[src/rtl/syndrome_pkg.sv]
// Shared types and constants for the syndrome scheduler and its shift datapath.
// syn_step is the single definition of one feedback-register shift.
package syndrome_pkg;

   localparam int SYN_W = 15;
   localparam int CNT_W = 11;

   typedef enum logic [1:0] {
      IDLE   = 2'd0,
      SHIFT  = 2'd1,
      RESULT = 2'd2
   } state_e;

   typedef logic src_t;

   function automatic logic [SYN_W-1:0] syn_step(input logic [SYN_W-1:0] r,
                                                 input logic             b);
      return {b ^ r[0], r[SYN_W-1:1]};
   endfunction

endpackage

[src/rtl/syndrome_shift.sv]
// 15-bit folding syndrome register with its 11-bit shift counter.
// Feeds the codeword MSB-first; positions at or beyond N feed zero.
module syndrome_shift
   import syndrome_pkg::*;
#(
   parameter int N = 64
) (
   input  logic             clk,
   input  logic             rst,
   input  logic             clear,
   input  logic             shift,
   input  logic [N-1:0]     data,
   output logic [SYN_W-1:0] r,
   output logic [CNT_W-1:0] cnt
);

   localparam logic [N-1:0] MSB = {1'b1, {(N-1){1'b0}}};

   logic [SYN_W-1:0] r_q, r_d;
   logic [CNT_W-1:0] cnt_q, cnt_d;
   logic [N-1:0]     sel_mask;
   logic             in_bit;

   // The mask walks off the bottom once cnt >= N, which injects zeros.
   always_comb begin
      sel_mask = MSB >> cnt_q;
      in_bit   = |(data & sel_mask);
      r_d      = r_q;
      cnt_d    = cnt_q;
      if (clear) begin
         r_d   = '0;
         cnt_d = '0;
      end else if (shift) begin
         r_d   = syn_step(r_q, in_bit);
         cnt_d = cnt_q + 1'b1;
      end
   end

   always_ff @(posedge clk or posedge rst) begin
      if (rst) begin
         r_q   <= '0;
         cnt_q <= '0;
      end else begin
         r_q   <= r_d;
         cnt_q <= cnt_d;
      end
   end

   assign r   = r_q;
   assign cnt = cnt_q;

endmodule

[src/rtl/syndrome_sched.sv]
// Round-robin front end and job sequencer for the shared syndrome datapath:
// accepts a codeword, shifts it SHIFTS times, then presents the result.
module syndrome_sched
   import syndrome_pkg::*;
#(
   parameter int N      = 64,
   parameter int SHIFTS = 64
) (
   input  logic             clk,
   input  logic             rst,
   input  logic             req0_valid,
   input  logic [N-1:0]     req0_data,
   output logic             req0_ready,
   input  logic             req1_valid,
   input  logic [N-1:0]     req1_data,
   output logic             req1_ready,
   output logic             res_valid,
   input  logic             res_ready,
   output logic [SYN_W-1:0] res_syndrome,
   output logic             res_zero,
   output logic             res_src,
   output logic             busy,
   output state_e           dbg_state
);

   localparam logic [CNT_W-1:0] LAST_CNT = CNT_W'(SHIFTS - 1);
   localparam logic [N-1:0]     MSB      = {1'b1, {(N-1){1'b0}}};

   state_e           state_q, state_d;
   logic [N-1:0]     data_q, data_d;
   src_t             src_q, src_d;
   src_t             last_q, last_d;
   src_t             grant;
   logic [SYN_W-1:0] res_syn_q, res_syn_d;
   logic             res_zero_q, res_zero_d;
   src_t             res_src_q, res_src_d;
   logic             clear, shift_en;
   logic [SYN_W-1:0] r;
   logic [CNT_W-1:0] cnt;
   logic [N-1:0]     sel_mask;
   logic [SYN_W-1:0] final_syn;

   syndrome_shift #(.N(N)) u_shift (
      .clk   (clk),
      .rst   (rst),
      .clear (clear),
      .shift (shift_en),
      .data  (data_q),
      .r     (r),
      .cnt   (cnt)
   );

   // The last shift is evaluated here too, so the result and its zero flag
   // are registered on the same edge the register takes its final value.
   always_comb begin
      sel_mask  = MSB >> cnt;
      final_syn = syn_step(r, |(data_q & sel_mask));
   end

   // Handshakes: a transfer happens on a rising edge where valid && ready.
   // Request readies depend only on the request valids and the state;
   // res_valid is a pure state decode, and res_ready only moves the FSM.
   always_comb begin
      state_d    = state_q;
      data_d     = data_q;
      src_d      = src_q;
      last_d     = last_q;
      res_syn_d  = res_syn_q;
      res_zero_d = res_zero_q;
      res_src_d  = res_src_q;
      clear      = 1'b0;
      shift_en   = 1'b0;
      req0_ready = 1'b0;
      req1_ready = 1'b0;
      grant      = (req0_valid && req1_valid) ? ~last_q : req1_valid;

      case (state_q)
         IDLE: begin
            req0_ready = req0_valid && !grant;
            req1_ready = req1_valid && grant;
            if (req0_ready || req1_ready) begin
               data_d  = grant ? req1_data : req0_data;
               src_d   = grant;
               last_d  = grant;
               clear   = 1'b1;
               state_d = SHIFT;
            end
         end
         SHIFT: begin
            shift_en = 1'b1;
            if (cnt == LAST_CNT) begin
               res_syn_d  = final_syn;
               res_zero_d = (final_syn == '0);
               res_src_d  = src_q;
               state_d    = RESULT;
            end
         end
         RESULT: begin
            if (res_ready) begin
               res_syn_d  = '0;
               res_zero_d = 1'b0;
               res_src_d  = 1'b0;
               state_d    = IDLE;
            end
         end
         default: state_d = IDLE;
      endcase
   end

   always_ff @(posedge clk or posedge rst) begin
      if (rst) begin
         state_q    <= IDLE;
         data_q     <= '0;
         src_q      <= 1'b0;
         last_q     <= 1'b1;
         res_syn_q  <= '0;
         res_zero_q <= 1'b0;
         res_src_q  <= 1'b0;
      end else begin
         state_q    <= state_d;
         data_q     <= data_d;
         src_q      <= src_d;
         last_q     <= last_d;
         res_syn_q  <= res_syn_d;
         res_zero_q <= res_zero_d;
         res_src_q  <= res_src_d;
      end
   end

   assign res_valid    = (state_q == RESULT);
   assign res_syndrome = res_syn_q;
   assign res_zero     = res_zero_q;
   assign res_src      = res_src_q;
   assign busy         = (state_q != IDLE);
   assign dbg_state    = state_q;

endmodule

[config.mk]
export PLATFORM = sky130hd
export DESIGN_NAME = syndrome_sched
export DESIGN_NICKNAME = d
export VERILOG_FILES = /design/src/rtl/syndrome_pkg.sv /design/src/rtl/syndrome_shift.sv /design/src/rtl/syndrome_sched.sv
export SDC_FILE = /design/constraint.sdc
export NUM_CORES = 1
export LEC_CHECK = 0
export BUFFER_PORTS_ARGS = -buffer_cell sky130_fd_sc_hd__buf_2
export CELL_PAD_IN_SITES_DETAIL_PLACEMENT = 2
export CELL_PAD_IN_SITES_GLOBAL_PLACEMENT = 2
export CORE_UTILIZATION = 32
export CTS_CLUSTER_SIZE = 12
export DETAILED_ROUTE_END_ITERATION = 12
export GPL_TIMING_DRIVEN = 0
export PLACE_DENSITY = 0.78
export SYNTH_ARGS = -nofsm -noshare
export SYNTH_HDL_FRONTEND = slang
export SYNTH_SLANG_ARGS = --single-unit
[constraint.sdc]
create_clock -name clk -period 3.94 [get_ports clk]
set_input_delay 0.394 -clock clk [delete_from_list [all_inputs] [get_ports clk]]
set_output_delay 0.394 -clock clk [all_outputs]
set_load 0.02 [all_outputs]
==> results of run 1 <==
==> through the flow <==
stage               cell area [sq um]  util, %
floorplan                        5758        -
global placement                 6815    39.13
detailed placement               6845    39.30
CTS                              7157    41.09
global route                     7157    41.09
finish                           7157    41.09
==> routing by layer <==
metal  up-vias  global-route usage, %
met5         -                      0
met4         0                  7.407
met3        30                  2.461
met2       132                  39.00
met1      2586                  26.54
li1       2429                      -
==> logic make-up (layout without fill, tap and decap cells) <==
family	Yosys count	after routing
AND/OR/NAND/NOR	202	202
AO/OA/AOI/OAI	137	137
flip-flops	111	111
multiplexers	78	78
buffers and inverters	53	225
adder cells (fa/ha/maj)	1	1
==> state kept, by name, summed over array words and instances, names as in the netlist <==
| signal | count |
|---|---|
| data_q | 64 |
| res_syndrome | 15 |
| u_shift.r | 15 |
| u_shift.cnt | 11 |
| dbg_state | 2 |
| last_q | 1 |
| res_src | 1 |
| res_zero | 1 |
| src_q | 1 |
==> power breakdown <==
| part | total (uW) | switching [uW] | leakage [uW] | internal, uW |
|---|---|---|---|---|
| Clock | 983 | 474 | 0.000150 | 509 |
| Combinational | 160 | 78.7 | 0.00187 | 81.1 |
| Sequential | 1140 | 0 | 0.00143 | 1140 |
| Total | 2280 | 552 | 0.00345 | 1730 |
==> Yosys cell counts, types with 2 or more instances <==
| library cell | number | share of area (%) |
|---|---|---|
| a21o_1 | 4 | 0.52 |
| a21oi_1 | 6 | 0.52 |
| a221oi_1 | 2 | 0.30 |
| a22o_1 | 17 | 2.6 |
| a2bb2oi_1 | 2 | 0.30 |
| a311oi_1 | 5 | 0.76 |
| a31oi_1 | 5 | 0.54 |
| a32oi_1 | 2 | 0.30 |
| and3_1 | 7 | 0.76 |
| buf_1 | 5 | 0.33 |
| buf_2 | 8 | 0.70 |
| buf_6 | 3 | 0.59 |
| clkbuf_1 | 23 | 1.5 |
| clkbuf_8 | 5 | 1.2 |
| dfrtp_1 | 110 | 48 |
| inv_1 | 6 | 0.39 |
| mux2_2 | 2 | 0.39 |
| mux2i_1 | 72 | 13 |
| mux4_2 | 3 | 1.2 |
| nand2_1 | 109 | 7.1 |
| nand2b_1 | 3 | 0.33 |
| nand3_1 | 28 | 2.4 |
| nand3b_1 | 5 | 0.65 |
| nand4_1 | 5 | 0.54 |
| nor2_1 | 13 | 0.85 |
| nor2b_1 | 9 | 0.98 |
| nor3_1 | 3 | 0.26 |
| nor3b_1 | 3 | 0.39 |
| nor4_1 | 5 | 0.54 |
| o21ai_0 | 77 | 6.7 |
| o21ai_1 | 2 | 0.17 |
| o2bb2ai_1 | 2 | 0.30 |
| o31ai_1 | 2 | 0.26 |
==> layout make-up <==
class | count | area share, %
Buffer | 47 | 3.864
Sequential cell | 111 | 38.83
Clock inverter | 7 | 1.206
Timing Repair Buffer | 156 | 11.22
Multi-Input combinational cell | 418 | 37.45
Clock buffer | 9 | 3.147
Inverter | 6 | 0.3497
Tap cell | 225 | 3.934
==> path summary, 6_finish.rpt <==
path / startpoint / to / slack [ns]
min in group clk: req0_data[39] / data_q[39] / 0.32
setup reg to reg: u_shift.cnt[1] / res_syndrome[9] / 1.22
setup / recovery: last_q / req0_ready / 1.10
hold / removal: rst / data_q[0] / 0.21
hold reg to reg: data_q[18] / data_q[18] / 0.49
max in group asynchronous: rst / last_q / 2.95
==> metrics.cfg, run 1 <==
[detailed_routing]
dr_total_vias=5177
wl_met2_um=9925
antenna_left=0
viasPerCell=5.288
wl_met1_um=8087
drcViolationCount=0
highest_layer=met4
drtIter0Drc=245
wirelength_um=19080
drtPass1Iterations=4
avgRoutedWirePerCell_um=19.49
dr_wl_met3_um=673

[clock_network]
root_buffer=clkbuf_16
cts_tree=built
clk_pin_slew_ns=0.09
clockBufferDepth=2
cts_sinks=111
postCtsResizedCells=0
numCtsBuffers=9
cts_setup_buffers=0
h-tree-depth=3
cts_hold_buf=0
clk_latency_ns=0.37

[cells_and_area]
layout.nets=883
areaGrowthSynthToFinish_pct=24.29
final_common_cell=buf_2
final_cells=979
fillerInstances=1966
n_antenna_cell=0
register_area_sq_um=2779
multi_input_area_sq_um=2680
final_cell_mix=163 x buf_2, 110 x dfrtp_1, 109 x nand2_1
post_route_cells_drive_above_1_share_pct=27.45

[sta]
max_slew_margin_pct=31.34
rsz0062_at_grt=no
setup_viol=0
fmax_mhz=352.2
fin_crit_sh_pct=72.05
fin_ws_ns=1.101
fin_crit_ns=2.839
finalHoldViolations=0
hold_slack_ns=0.2050
finalSetupTns_ns=0
tightest_slew_ns=1.023
finalClockSkew_ns=0.01260
drv_slew=0

[critical_path]
path_common_cell=buf_2
worst-path-buf-inv=3
crit_chain=a21boi_1, buf_1, buf_2, nor2_1, buf_2
crit_path_max_fanout=10
reg2regPathDepth=7
required_ns=3.55
critPathTopFamily=buffers and inverters
cp_num_cells=5
critPathArrivalTime_ns=2.44
critPathLaunchType=flop
critical-path-max-stage-delay_ns=0.63
crit_path_end_kind=output pin
crit_type=reg -> out
critPathSlowestCell=buf_1

[yosys]
netlist_area_sq_um=5758
async_reset_ff_share_pct=100.0
synth_nets=716
syn_inst=582
synth_xor_area_share_pct=0
seq_area_frac_synth_pct=48.26
synth_compound_area_share_pct=15.04
avgSynthCellArea_sq_um=9.894
synthFlopType=dfrtp_1
yosys.area_share.simple_pct=16.95
synth_enable_flop_cells=0
synth_top_family_by_area=simple AND/OR/NAND/NOR gates
synthAdderAreaFrac_pct=0.2173
synthMuxAreaShare_pct=14.34
synth_seq_cells=111
yosysUniqueCellTypes=62
synth_warnings=0

[power]
powerDensity_nw_per_um2=318.7
finalPower_uw=2281
irDropWorstVdd_v=0.0002323
p_leak_uw=0.003453

[placement]
port_buffers=155
gp_congestion=0.8574
dpl.cell_count=963
dpl.hpwl_um=14660
pre_cts_ws_ns=1.098

[run]
cap_violations=0

[die]
dieWidth_um=136.1
die_y_um=136.1
start_util_pct=33.06
ios=156
rows=48
dieArea_sq_um=18530
core_sq_um=17420

[global_routing]
grt_usage_pct=21.64
grt-ovfl-total=0
grt_start_max_net_pins=68
antenna_found_initial=0
grt_pass1_vias=5703
grt_pass1_wl_um=30480

[status]
status=complete, no violations

[min_path]
worstHoldPathType=in -> async

No activity file was read; power rests on OpenSTA's default activity.
==> inputs of run 2 (changes only) <==
- ABC_AREA: default -> 1
- CORE_UTILIZATION: 32 -> 30
- PLACE_DENSITY: 0.78 -> 0.79
- clock period: 3.94 -> 2.7 ns (I/O delays scaled with it)
==> metrics.cfg, run 2 <==
[yosys]
synthFlopType=dfrtp_1
synth_top_area_share_pct=48.25
synth_top_family_by_area=simple AND/OR/NAND/NOR gates
synth_nets=857
avgSynthCellArea_sq_um=7.891
syn_inst=723
yosys.cell_count.top_type=o21ai_0
netlist.top_cell.by_area=dfrtp_1
synth_enable_flop_cells=0
yosys.area_share.simple_pct=27.92
synth_area_leaders=dfrtp_1 48%, o21ai_0 12%, nand2_1 9.1%, nor2_1 6.4%, nand4_1 5.0%
netlist_area_sq_um=5705
seq_area_frac_synth_pct=48.71
synthMuxAreaShare_pct=0.1974
synth_xor_area_share_pct=0
synth_warnings=0
synth_seq_cells=111
yosysUniqueCellTypes=32
synth_common_cells=141 x o21ai_0, 139 x nand2_1, 110 x dfrtp_1
synthAdderAreaFrac_pct=0.2193
synth_compound_area_share_pct=16.89
async_reset_ff_share_pct=100.0

[placement]
gp_congestion=0.7753
dpl.hpwl_um=16220
port_buffers=155

[critical_path]
crit_path_max_fanout=10
critical-path-max-stage-delay_ns=0.70
crit_type=reg -> out
crit_path_end_kind=output pin
critPathSlowestCell=clkbuf_1
critPathLaunchType=flop
crit_chain=nand2_1, nand2_1, clkbuf_1, nor2_1, buf_2
critPathArrivalTime_ns=2.18
required_ns=2.43
path_common_cell=nand2_1

[run]
cap_violations=0

[cells_and_area]
largest_register_ffs=64
final_cell_mix=162 x buf_2, 141 x o21ai_0, 139 x nand2_1
post-route-util_pct=38.48
layout.nets=1027
areaGrowthSynthToFinish_pct=25.72
final_common_cell=buf_2
post_route_cells_drive_above_1_share_pct=25.95
regMostFlops=data_q
n_antenna_cell=0

[power]
irDropWorstVdd_v=0.0003956
p_leak_uw=0.003533
finalPower_uw=7603
powerDensity_nw_per_um2=1060

[clock_network]
clockBufferDepth=2
root_buffer=clkbuf_16
cts_tree=built
numCtsBuffers=9
cts_sinks=111
clk_latency_ns=0.36
clk_pin_slew_ns=0.07
h-tree-depth=3

[die]
die_y_um=139.9
ios=156
start_util_pct=30.60
rows=50
dieArea_sq_um=19570
dieWidth_um=139.9
core_sq_um=18640

[detailed_routing]
avgRoutedWirePerCell_um=18.79
drtIter0Drc=243
drtPass1Iterations=4
drcViolationCount=0
antenna_left=0
viasPerCell=5.155
wirelength_um=21270
dr_total_vias=5835

[sta]
fin_crit_sh_pct=90.86
drv_slew=0
setup_viol=0
finalSetupTns_ns=0
fin_crit_ns=2.453
max_slew_margin_pct=40.76
rsz0062_at_grt=no
finalHoldViolations=0
tightest_slew_ns=0.8886
finalClockSkew_ns=0.009083
fmax_mhz=407.6

[global_routing]
antenna_found_initial=0
grt_start_max_net_pins=42
grt_pass1_wl_um=34070
grt-ovfl-total=0
grt_usage_pct=22.60
grt_pass1_vias=6298

[min_path]
worstHoldPathType=in -> reg

[status]
status=complete, no violations

run 2: changes by cell type after synthesis, moves of 9 or more:
cell | previous run | this run
o22ai_1 | 0 | 17
nor2b_1 | 9 | 0
a22o_1 | 17 | 0
nor2_1 | 13 | 98
o21ai_2 | 0 | 10
mux2i_1 | 72 | 0
inv_1 | 6 | 38
nand2_1 | 109 | 139
nand4_1 | 5 | 46
o21ai_0 | 77 | 141
run 2: path summary, 6_finish.rpt:
path,start,slack (ns),cells after the start,endpoint
min reg2reg,last_q,0.48,2,last_q
min,res_ready,0.16,2,dbg_state[1]
max,last_q,0.25,5,req1_ready
min in group asynchronous,rst,0.36,3,data_q[7]
max in group asynchronous,rst,1.66,5,data_q[56]
max reg2reg,dbg_state[1],0.41,7,u_shift.r[1]
run 2: layer usage:
layer	up-vias	track usage, %	share of wire, %
li1	2789	-	-
met1	2871	29.71	45
met2	145	38.84	49
met3	30	2.701	3.6
met4	0	6.883	1.6
met5	-	0	0
run 2: final cells by class:
| class | count | area, sq um |
|---|---|---|
| inverters | 45 | 172.7 |
| clock buffers | 11 | 242.7 |
| clock inverters | 5 | 81.33 |
| fillers | 2185 | 11470 |
| flip-flops and latches | 111 | 2779 |
| plain buffers | 42 | 178.9 |
| repair buffers | 159 | 845.8 |
| multi-input cells | 525 | 2580 |
| well taps | 234 | 292.8 |
run 2: repair_timing:
item,CTS,global route
setup buffers,0,0
endpoints found under the hold margin,3,0
hold buffers,1,0
gates resized for setup,0,2
endpoints found under the setup margin,0,1
run 2: stage by stage:
step	area, sq um	hold slack, ns	setup WS (ns)	instances
after floorplan	5709	0.3787	0.9915	723
after global placement	6778	0.4601	0.2181	1112
after detailed placement	6838	0.1936	0.2417	1115
after CTS	7172	0.1465	0.1661	1132
after global routing	7173	0.1660	0.09855	1132
final	7173	0.1632	0.2468	1132
run 2: cells by family (layout without fill, tap and decap cells):
group / after synthesis / in the layout
AO/OA/AOI/OAI: 179 / 179
adder cells (fa/ha/maj): 1 / 1
buffers and inverters: 87 / 262
flip-flops: 111 / 111
multiplexers: 1 / 1
AND/OR/NAND/NOR: 344 / 344
run 2: worst max-delay path, delay by kind of cell (launching register included):
kind	cells	cell delay, ns
buffers and inverters	2	0.91
DFF	1	0.53
and+or+nand+nor	3	0.39
run 2: report_power, final:
part / total (uW) / leakage [uW] / switching [uW] / internal (uW)
Sequential: 2940 / 0.00137 / 551 / 2380
Clock: 1480 / 0.000156 / 642 / 841
Combinational: 3180 / 0.00200 / 2210 / 979
Total: 7600 / 0.00353 / 3400 / 4200
